==> src/rtl/drac_pkg.sv <==
// Shared CSR address map and event-select type for the HPM counter bank.
package drac_pkg;

  localparam logic [11:0] HPM_COUNTER_BASE    = 12'hB03;
  localparam logic [11:0] HPM_COUNTER_RO_BASE = 12'hC03;
  localparam logic [11:0] HPM_EVENT_BASE      = 12'h323;
  localparam logic [11:0] HPM_INHIBIT_ADDR    = 12'h320;

  typedef logic [7:0] hpm_event_sel_t;

endpackage

==> src/rtl/hpm_counter_slice.sv <==
// One HPM counter with its event select and sticky OF bit; counts popcount of selected lanes.
// Updates every cycle with no stall; CSR writes override the same-cycle increment.
module hpm_counter_slice
  import drac_pkg::*;
#(
  parameter int NUM_EVENTS = 32,
  parameter int NUM_LANES  = 2,
  parameter int CNT_WIDTH  = 64
) (
  input  logic                            clk_i,
  input  logic                            rstn_i,
  input  logic [NUM_EVENTS*NUM_LANES-1:0] ev_i,
  input  logic                            inhibit_i,
  input  logic                            cnt_we_i,
  input  logic [CNT_WIDTH-1:0]            cnt_wdata_i,
  input  logic                            evt_we_i,
  input  hpm_event_sel_t                  sel_wdata_i,
  input  logic                            of_wdata_i,
  output logic [CNT_WIDTH-1:0]            cnt_o,
  output hpm_event_sel_t                  sel_o,
  output logic                            of_o
);

  localparam int IW = $clog2(NUM_LANES + 1);

  logic [CNT_WIDTH-1:0] cnt_q, cnt_d;
  hpm_event_sel_t       sel_q, sel_d;
  logic                 of_q, of_d;
  logic [NUM_LANES-1:0] lanes;
  logic [IW-1:0]        inc;
  logic [CNT_WIDTH:0]   sum;

  // Selections at or beyond NUM_EVENTS match no entry and leave lanes at zero.
  always_comb begin
    lanes = '0;
    for (int e = 0; e < NUM_EVENTS; e++) begin
      if (sel_q == hpm_event_sel_t'(e)) lanes = ev_i[e*NUM_LANES +: NUM_LANES];
    end
    inc = '0;
    for (int l = 0; l < NUM_LANES; l++) inc = inc + IW'(lanes[l]);
    if (sel_q == '0 || inhibit_i) inc = '0;
  end

  assign sum = {1'b0, cnt_q} + (CNT_WIDTH + 1)'(inc);

  always_comb begin
    cnt_d = sum[CNT_WIDTH-1:0];
    of_d  = of_q | (sum[CNT_WIDTH] & ~cnt_we_i);
    sel_d = sel_q;
    if (cnt_we_i) cnt_d = cnt_wdata_i;
    if (evt_we_i) begin
      sel_d = sel_wdata_i;
      of_d  = of_wdata_i;
    end
  end

  always_ff @(posedge clk_i or negedge rstn_i) begin
    if (!rstn_i) begin
      cnt_q <= '0;
      sel_q <= '0;
      of_q  <= 1'b0;
    end else begin
      cnt_q <= cnt_d;
      sel_q <= sel_d;
      of_q  <= of_d;
    end
  end

  assign cnt_o = cnt_q;
  assign sel_o = sel_q;
  assign of_o  = of_q;

endmodule

==> src/rtl/hpm_event_counters.sv <==
// Configurable HPM counter bank on the csr_bsc perf interface; events registered then counted next edge.
// No backpressure: one update per counter per cycle, combinational CSR read.
module hpm_event_counters
  import drac_pkg::*;
#(
  parameter int NUM_COUNTERS = 8,
  parameter int NUM_EVENTS   = 32,
  parameter int NUM_LANES    = 2,
  parameter int CNT_WIDTH    = 64
) (
  input  logic                            clk_i,
  input  logic                            rstn_i,
  input  logic [11:0]                     addr_i,
  input  logic                            we_i,
  input  logic [63:0]                     data_i,
  output logic [63:0]                     data_o,
  input  logic [NUM_EVENTS*NUM_LANES-1:0] events_i,
  output logic                            ovf_irq_o
);

  logic [NUM_EVENTS*NUM_LANES-1:0] ev_q;
  logic [NUM_COUNTERS-1:0]         inhibit_q, inhibit_d;
  logic [NUM_COUNTERS-1:0]         cnt_we, evt_we, of;
  logic [CNT_WIDTH-1:0]            cnt [NUM_COUNTERS];
  hpm_event_sel_t                  sel [NUM_COUNTERS];

  always_ff @(posedge clk_i or negedge rstn_i) begin
    if (!rstn_i) begin
      ev_q      <= '0;
      inhibit_q <= '0;
    end else begin
      ev_q      <= events_i;
      inhibit_q <= inhibit_d;
    end
  end

  // Address decode and read mux; mcountinhibit bit 3+i maps to counter i.
  always_comb begin
    data_o    = '0;
    cnt_we    = '0;
    evt_we    = '0;
    inhibit_d = inhibit_q;
    if (addr_i == HPM_INHIBIT_ADDR) begin
      data_o = 64'({inhibit_q, 3'b000});
      if (we_i) inhibit_d = data_i[3 +: NUM_COUNTERS];
    end
    for (int i = 0; i < NUM_COUNTERS; i++) begin
      if (addr_i == HPM_COUNTER_BASE + 12'(i)) begin
        data_o    = 64'(cnt[i]);
        cnt_we[i] = we_i;
      end
      if (addr_i == HPM_COUNTER_RO_BASE + 12'(i)) data_o = 64'(cnt[i]);
      if (addr_i == HPM_EVENT_BASE + 12'(i)) begin
        data_o    = {of[i], 55'b0, sel[i]};
        evt_we[i] = we_i;
      end
    end
  end

  for (genvar g = 0; g < NUM_COUNTERS; g++) begin : g_slice
    hpm_counter_slice #(
      .NUM_EVENTS(NUM_EVENTS),
      .NUM_LANES (NUM_LANES),
      .CNT_WIDTH (CNT_WIDTH)
    ) u_slice (
      .clk_i      (clk_i),
      .rstn_i     (rstn_i),
      .ev_i       (ev_q),
      .inhibit_i  (inhibit_q[g]),
      .cnt_we_i   (cnt_we[g]),
      .cnt_wdata_i(data_i[CNT_WIDTH-1:0]),
      .evt_we_i   (evt_we[g]),
      .sel_wdata_i(data_i[7:0]),
      .of_wdata_i (data_i[63]),
      .cnt_o      (cnt[g]),
      .sel_o      (sel[g]),
      .of_o       (of[g])
    );
  end

  assign ovf_irq_o = |of;

endmodule

==> config.mk <==
export PLATFORM = sky130hd
export DESIGN_NAME = hpm_event_counters
export DESIGN_NICKNAME = d
export VERILOG_FILES = /design/src/rtl/drac_pkg.sv /design/src/rtl/hpm_counter_slice.sv /design/src/rtl/hpm_event_counters.sv
export SDC_FILE = /design/constraint.sdc
export NUM_CORES = 2
export LEC_CHECK = 0
export CORE_MARGIN = 2
export CORE_UTILIZATION = 35
export CTS_CLUSTER_DIAMETER = 50
export DETAILED_ROUTE_END_ITERATION = 12
export GPL_TIMING_DRIVEN = 0
export HOLD_SLACK_MARGIN = 0.08
export PLACE_DENSITY_LB_ADDON = 0.12
export SETUP_SLACK_MARGIN = 0.3
export SYNTH_ARGS = -nofsm -noshare
export SYNTH_HDL_FRONTEND = slang
export SYNTH_SLANG_ARGS = --single-unit
==> constraint.sdc <==
create_clock -name clk_i -period 6.9 [get_ports clk_i]
set_input_delay 1.38 -clock clk_i [delete_from_list [all_inputs] [get_ports clk_i]]
set_output_delay 1.38 -clock clk_i [all_outputs]
set_load 0.1 [all_outputs]
; ---- After elaboration in Yosys (flattened, before gate mapping)
; Index checks and enable logic that the tools add are counted.
[word_totals]
register_bits = 656
output_inout_bits = 65
word_cells = 678
[op_classes]
addsub = 16
n_eq_ne = 273
n_mux = 321
bitwise = 24
reduce_logical = 18
[ops]
columns = cell, n
row1 = two-way mux 64 bit, 32
row2 = "== test 8 x 5 -> 1 bit, second input constant", 128
row3 = two-way mux 2 bit, 264
row4 = adder 64 x 2 -> 65 bit, 8
row5 = "== test 8 x 4 -> 1 bit, second input constant", 64
row6 = "== test 8 x 3 -> 1 bit, second input constant", 32
row7 = "== test 12 bit, second input constant", 16
row8 = "== test 8 x 2 -> 1 bit, second input constant", 16
row9 = "== test 12 x 10 -> 1 bit, second input constant", 9
row10 = "== test 8 x 1 -> 1 bit, second input constant", 8
row11 = logical NOT 8 bit, 8
row12 = two-way mux 1 bit, 24
row13 = adder 1 x 1 -> 2 bit, 8
row14 = two-way mux 11 bit, 1
row15 = bitwise AND 1 bit, 8
row16 = logical OR 1 bit, 8
row17 = inverter 1 bit, 8
row18 = bitwise OR 1 bit, 8
row19 = OR reduction 8 bit, 1
row20 = AND reduction 2 bit, 1

; ---- Depth between registers and ports, before layout
[logic_depth]
depth_word = 39
depth_mapped = 25

; ---- Cells and area by module
; From an unflattened synthesis, not the netlist that was laid out.
[hier_totals]
hier_cells = 5546
area_unflattened_um2 = 46661.0
[by_module_without_submodules]
columns = mod, instances, cells_each, area_each_um2, seq_area_each_um2
row1 = hpm_counter_slice (g_slice[0].u_slice ...), 7, 611, 5087.4, 1826.8
row2 = hpm_event_counters, 1, 659, 5945.7, 1801.7
row3 = hpm_counter_slice (g_slice[3].u_slice), 1, 610, 5103.6, 1826.8

; ---- Worst setup path after synthesis
; Ideal clock, no wire load.
[synth_timing]
kind = input -> output
start = in addr_i[8]
end = out data_o[1]
arrival_time_ns = 5.423
path_slack_ns = 0.097
stages = 9
n_path_buf = 1
path_cell_list = or3b_2 > a2111o_1 > nor2_1 > buf_2 > a222oi_1 > a31oi_1 > a221o_1 > a21oi_1 > a211oi_1
[synth_between]
elab_chain_cells = 25
elab_cells_between_ends = 48
[synth_lines]
columns = item, line_no
row1 = from (decl), hpm_event_counters.sv:13  ; input logic [11:0] addr_i,
row2 = == test 12 bit, hpm_event_counters.sv:48  ; if (addr_i == HPM_COUNTER_BASE + 12'(i)) begin
row3 = two-way mux 64 bit, hpm_event_counters.sv:48
row4 = two-way mux 64 bit, hpm_event_counters.sv:52  ; if (addr_i == HPM_COUNTER_RO_BASE + 12'(i)) data_o = 64'(cnt[i]);
row5 = two-way mux 64 bit, hpm_event_counters.sv:53  ; if (addr_i == HPM_EVENT_BASE + 12'(i)) begin
row6 = two-way mux 64 bit, hpm_event_counters.sv:48
row7 = two-way mux 64 bit, hpm_event_counters.sv:52
row8 = two-way mux 64 bit, hpm_event_counters.sv:53
row9 = two-way mux 64 bit, hpm_event_counters.sv:48
row10 = [... 9 more ...], n/a
row11 = two-way mux 64 bit, hpm_event_counters.sv:52
row12 = two-way mux 64 bit, hpm_event_counters.sv:53
row13 = two-way mux 64 bit, hpm_event_counters.sv:48
row14 = two-way mux 64 bit, hpm_event_counters.sv:52
row15 = two-way mux 64 bit, hpm_event_counters.sv:53
row16 = two-way mux 64 bit, hpm_event_counters.sv:48
row17 = two-way mux 64 bit, hpm_event_counters.sv:52
row18 = two-way mux 64 bit (*), hpm_event_counters.sv:53
row19 = to (decl), hpm_event_counters.sv:16  ; output logic [63:0] data_o,
; Mark *: on every way between the ends. The rest lies on a longest branch, timed or not.

; ---- Final worst setup path
[layout_timing]
start = in addr_i[4]
end = out data_o[5]
[layout_between]
elab_chain_cells = 26
elab_cells_between_ends = 50
[layout_lines]
columns = item, line_no
row1 = == test 12 x 10 -> 1 bit, hpm_event_counters.sv:43  ; if (addr_i == HPM_INHIBIT_ADDR) begin
row2 = two-way mux 11 bit, hpm_event_counters.sv:43
row3 = two-way mux 64 bit, hpm_event_counters.sv:48
row4 = two-way mux 64 bit, hpm_event_counters.sv:52
row5 = two-way mux 64 bit, hpm_event_counters.sv:53
row6 = two-way mux 64 bit, hpm_event_counters.sv:48
row7 = two-way mux 64 bit, hpm_event_counters.sv:52
row8 = two-way mux 64 bit, hpm_event_counters.sv:53
row9 = [... 10 more ...], n/a
row10 = two-way mux 64 bit, hpm_event_counters.sv:52
row11 = two-way mux 64 bit, hpm_event_counters.sv:53
row12 = two-way mux 64 bit, hpm_event_counters.sv:48
row13 = two-way mux 64 bit, hpm_event_counters.sv:52
row14 = two-way mux 64 bit, hpm_event_counters.sv:53
row15 = two-way mux 64 bit, hpm_event_counters.sv:48
row16 = two-way mux 64 bit, hpm_event_counters.sv:52
row17 = two-way mux 64 bit (*), hpm_event_counters.sv:53
; Marked as above.

==> results.sh <==
export IMPL_clockBufferDepth=3
export IMPL_coreArea_sq_mm=0.120
export IMPL_grt_pass1_vias=40400
export IMPL_synth_top_family_by_area="simple AND/OR/NAND/NOR gates"
export IMPL_synth_edf_count=0
export IMPL_setup_viol=0
export IMPL_rows=127
export IMPL_track_usage_pct=33.6
export IMPL_nets=5411
export IMPL_cts_buffers=109
export IMPL_synthTopCellsByArea="dfrtp_1 (39%), nor2_1 (6.5%), a21oi_1 (6.5%)"
export IMPL_critPathMaxFanout=9
export IMPL_num_vias=42500
export IMPL_htree_levels=3
export IMPL_crit_top_cell="nor2_1"
export IMPL_synthCells=4950
export IMPL_cts_hold_fix_buffers=0
export IMPL_start_util_pct=35.3
export IMPL_die_y_microns=352
export IMPL_grt_pass1_wl_mm=303
export IMPL_synth_cell_types=92
export IMPL_synth_compound_area_share_pct=16.5
export IMPL_top_layer_used="met5"
export IMPL_antenna_found_initial=7
export IMPL_netlist_area_leader_share_pct=38.7
export IMPL_syn_nets=5125
export IMPL_yosysTopAreaCell="dfrtp_1"
export IMPL_slew_violations=0
export IMPL_ys_warn_count=0
export IMPL_wl_met3_mm=19.8
export IMPL_layout_common_cells="nor2_1 (726), dfrtp_1 (656), a21oi_1 (545)"
export IMPL_overflow=0
export IMPL_clock_latency_ns=0.74
export IMPL_endpoint_kind="output port"
export IMPL_fin_crit_ns=6.73
export IMPL_yosysSeqAreaShare_pct=38.7
export IMPL_tns_ns=0
export IMPL_ys_flop_type="dfrtp_1"
export IMPL_grt_max_degree=101
export IMPL_report_final_hold_viol_count=0
export IMPL_yosys_area_share_simple_pct=21.9
export IMPL_firstDrtPassIters=10
export IMPL_clock_sinks=656
export IMPL_clock_fmax_mhz=149
export IMPL_wl_mm=214
export IMPL_layout_drive_gt1_share_pct=12.3
export IMPL_synthXorXnorAreaFrac_pct=10.2
export IMPL_area_growth_pct=18.9
export IMPL_path_cells="clkdlybuf4s50_1 -> nor3_2 -> nand3_2 -> nor2_1 -> nand2_1 -> nor2_1 -> nor2_1 -> a21oi_1 -> o21ai_0 -> clkbuf_4"
export IMPL_synthMuxAreaShare_pct=7.30
export IMPL_skew_ns=0.0426
export IMPL_slowest_stage="nor3_2"
export IMPL_async_flop_share_pct=100
export IMPL_drc=0
export IMPL_wl_met1_mm=90.2
export IMPL_maxCapViolCount=0
export IMPL_irDropWorstVdd_mv=0.211
export IMPL_wl_met2_mm=93.6
export IMPL_dieWidth_microns=352
export IMPL_ys_seq_elements=656
export IMPL_dieArea_sq_mm=0.124
export IMPL_gp_congestion=0.956
export IMPL_leakagePower_nw=18.9
export IMPL_min_period_over_period_pct=97.5
export IMPL_drt_iter0_drc=5526
export IMPL_final_area_sq_mm=0.0505
export IMPL_cp_data_arrival_time_ns=5.35
export IMPL_tightest_slew_ns=1.37
export IMPL_final_common_cell="nor2_1"
export IMPL_status="finished clean"
export IMPL_placed_cell_area_sq_mm=0.0462
export IMPL_worst_setup_path_start_kind="input port"
export IMPL_boundaryPins=208
export IMPL_wl_per_cell_microns=30.8
export IMPL_cts_root_buf="clkbuf_16"
export IMPL_synth_fa_ha_area_share_pct=1.08
export IMPL_synth_area_sq_mm=0.0424
export IMPL_numPortBuffers=151
export IMPL_pwr_density_cell_mw_per_mm2=268
export IMPL_antenna_left=0
export IMPL_avgSynthCellArea_sq_um=8.57
export IMPL_power_mw=13.5
export IMPL_maxSlewHeadroom_pct=8.78
export IMPL_clk_pin_slew_worst_paths_ns=0.05
export IMPL_cts_tree="built"
export IMPL_rsz0062_at_grt="yes"
export IMPL_min_path_type="reg -> reg"
export IMPL_crit_required_ns=5.52
export IMPL_viasPerCell=6.11
export IMPL_dp_hpwl_mm=156
export IMPL_crit_type="in -> out"
export IMPL_fin_util_pct=42.0
export IMPL_n_fill_cell=12300
export IMPL_slowest_delay_ns=0.58
==> worst paths after layout <==
| path | cells after the start | slack (ns) | start | end |
|---|---|---|---|---|
| max | 10 | 0.17 | addr_i[4] | data_o[5] |
| min | 1 | 0.57 | inhibit_q[0] | inhibit_q[0] |
| max reg2reg | 20 | 0.50 | ev_q[29] | g_slice[4].u_slice.cnt_o[54] |
| min reg2reg | 1 | 0.57 | inhibit_q[0] | inhibit_q[0] |
| max in group asynchronous | 4 | 4.29 | rstn_i | g_slice[7].u_slice.cnt_o[13] |
| min in group asynchronous | 1 | 0.66 | rstn_i | g_slice[6].u_slice.cnt_o[55] |
==> state kept, by name, indices dropped and copies added (netlist names) <==
| register | flops |
|---|---|
| ev_q | 64 |
| g_slice.u_slice.sel_o | 64 |
| g_slice.u_slice.of_o | 8 |
| g_slice.u_slice.cnt_o | 512 |
| inhibit_q | 8 |
==> through the flow <==
step,setup slack (ns),hold slack (ns),instances
after CTS,0.257,0.565,6937
after floorplan,0.306,0.503,4950
after detailed placement,-2.03,0.544,6723
after global routing,0.300,0.584,6943
after global placement,-28.33,0.528,6713
final,0.174,0.571,6946
==> kinds of logic (layout without fill, tap and decap cells) <==
logic type                 after synthesis  count (layout)
other                                    0               4
muxes                                  227             227
buffers and inverters                  471             851
and+or+nand+nor                       1948            1948
xor gates and xnor gates               494             494
AOI/OAI and AO/OA                     1122            1122
adders and majority gates               32              32
DFF                                    656             656
==> cells in the mapped netlist (78+ instances only) <==
cell type / instances
a21oi_1: 547
a222oi_1: 91
a22oi_1: 78
and3_1: 109
clkbuf_1: 288
dfrtp_1: 656
inv_1: 96
mux2_2: 129
nand2_1: 413
nand3_1: 226
nand4_1: 130
nor2_1: 736
nor3_1: 80
o21ai_0: 140
xnor2_1: 214
xor2_1: 280
==> layout make-up <==
cell class / instances / area, sq um / share of cell area (%)
diodes: 4 / 10.0 / 0.0198
flip-flops and latches: 656 / 16400 / 32.5
clock inverters: 66 / 922 / 1.83
plain buffers: 373 / 1630 / 3.24
repair buffers: 175 / 1680 / 3.33
inverters: 98 / 368 / 0.729
well taps: 1612 / 2020 / 4.00
multi-input cells: 3823 / 24400 / 48.4
clock buffers: 139 / 3000 / 5.95
==> per-layer routing <==
layer	global-route usage, %	vias to the layer above
li1	-	18300
met1	46.1	21400
met2	50.8	2236
met3	7.22	453
met4	14.5	2
met5	0	-
==> where the power goes <==
part	switching (mW)	internal (mW)
clock	2.23	3.71
combinational	1.56	0.952
sequential	0.761	4.31
total	4.55	8.97
==> worst max-delay path: cells and delay by family <==
family / cells / cell delay, ns
buffers and inverters: 2 / 0.80
AND/OR/NAND/NOR: 6 / 2.26
AO/OA/AOI/OAI: 2 / 0.88
==> what timing repair did <==
item / CTS / global route
endpoints found under the setup margin: 118 / 138
pin swaps: 5 / 5
gates cloned: 0 / 0
resized for setup: 433 / 94
buffers inserted: 9 / 4
No activity file was read; power rests on OpenSTA's default activity.
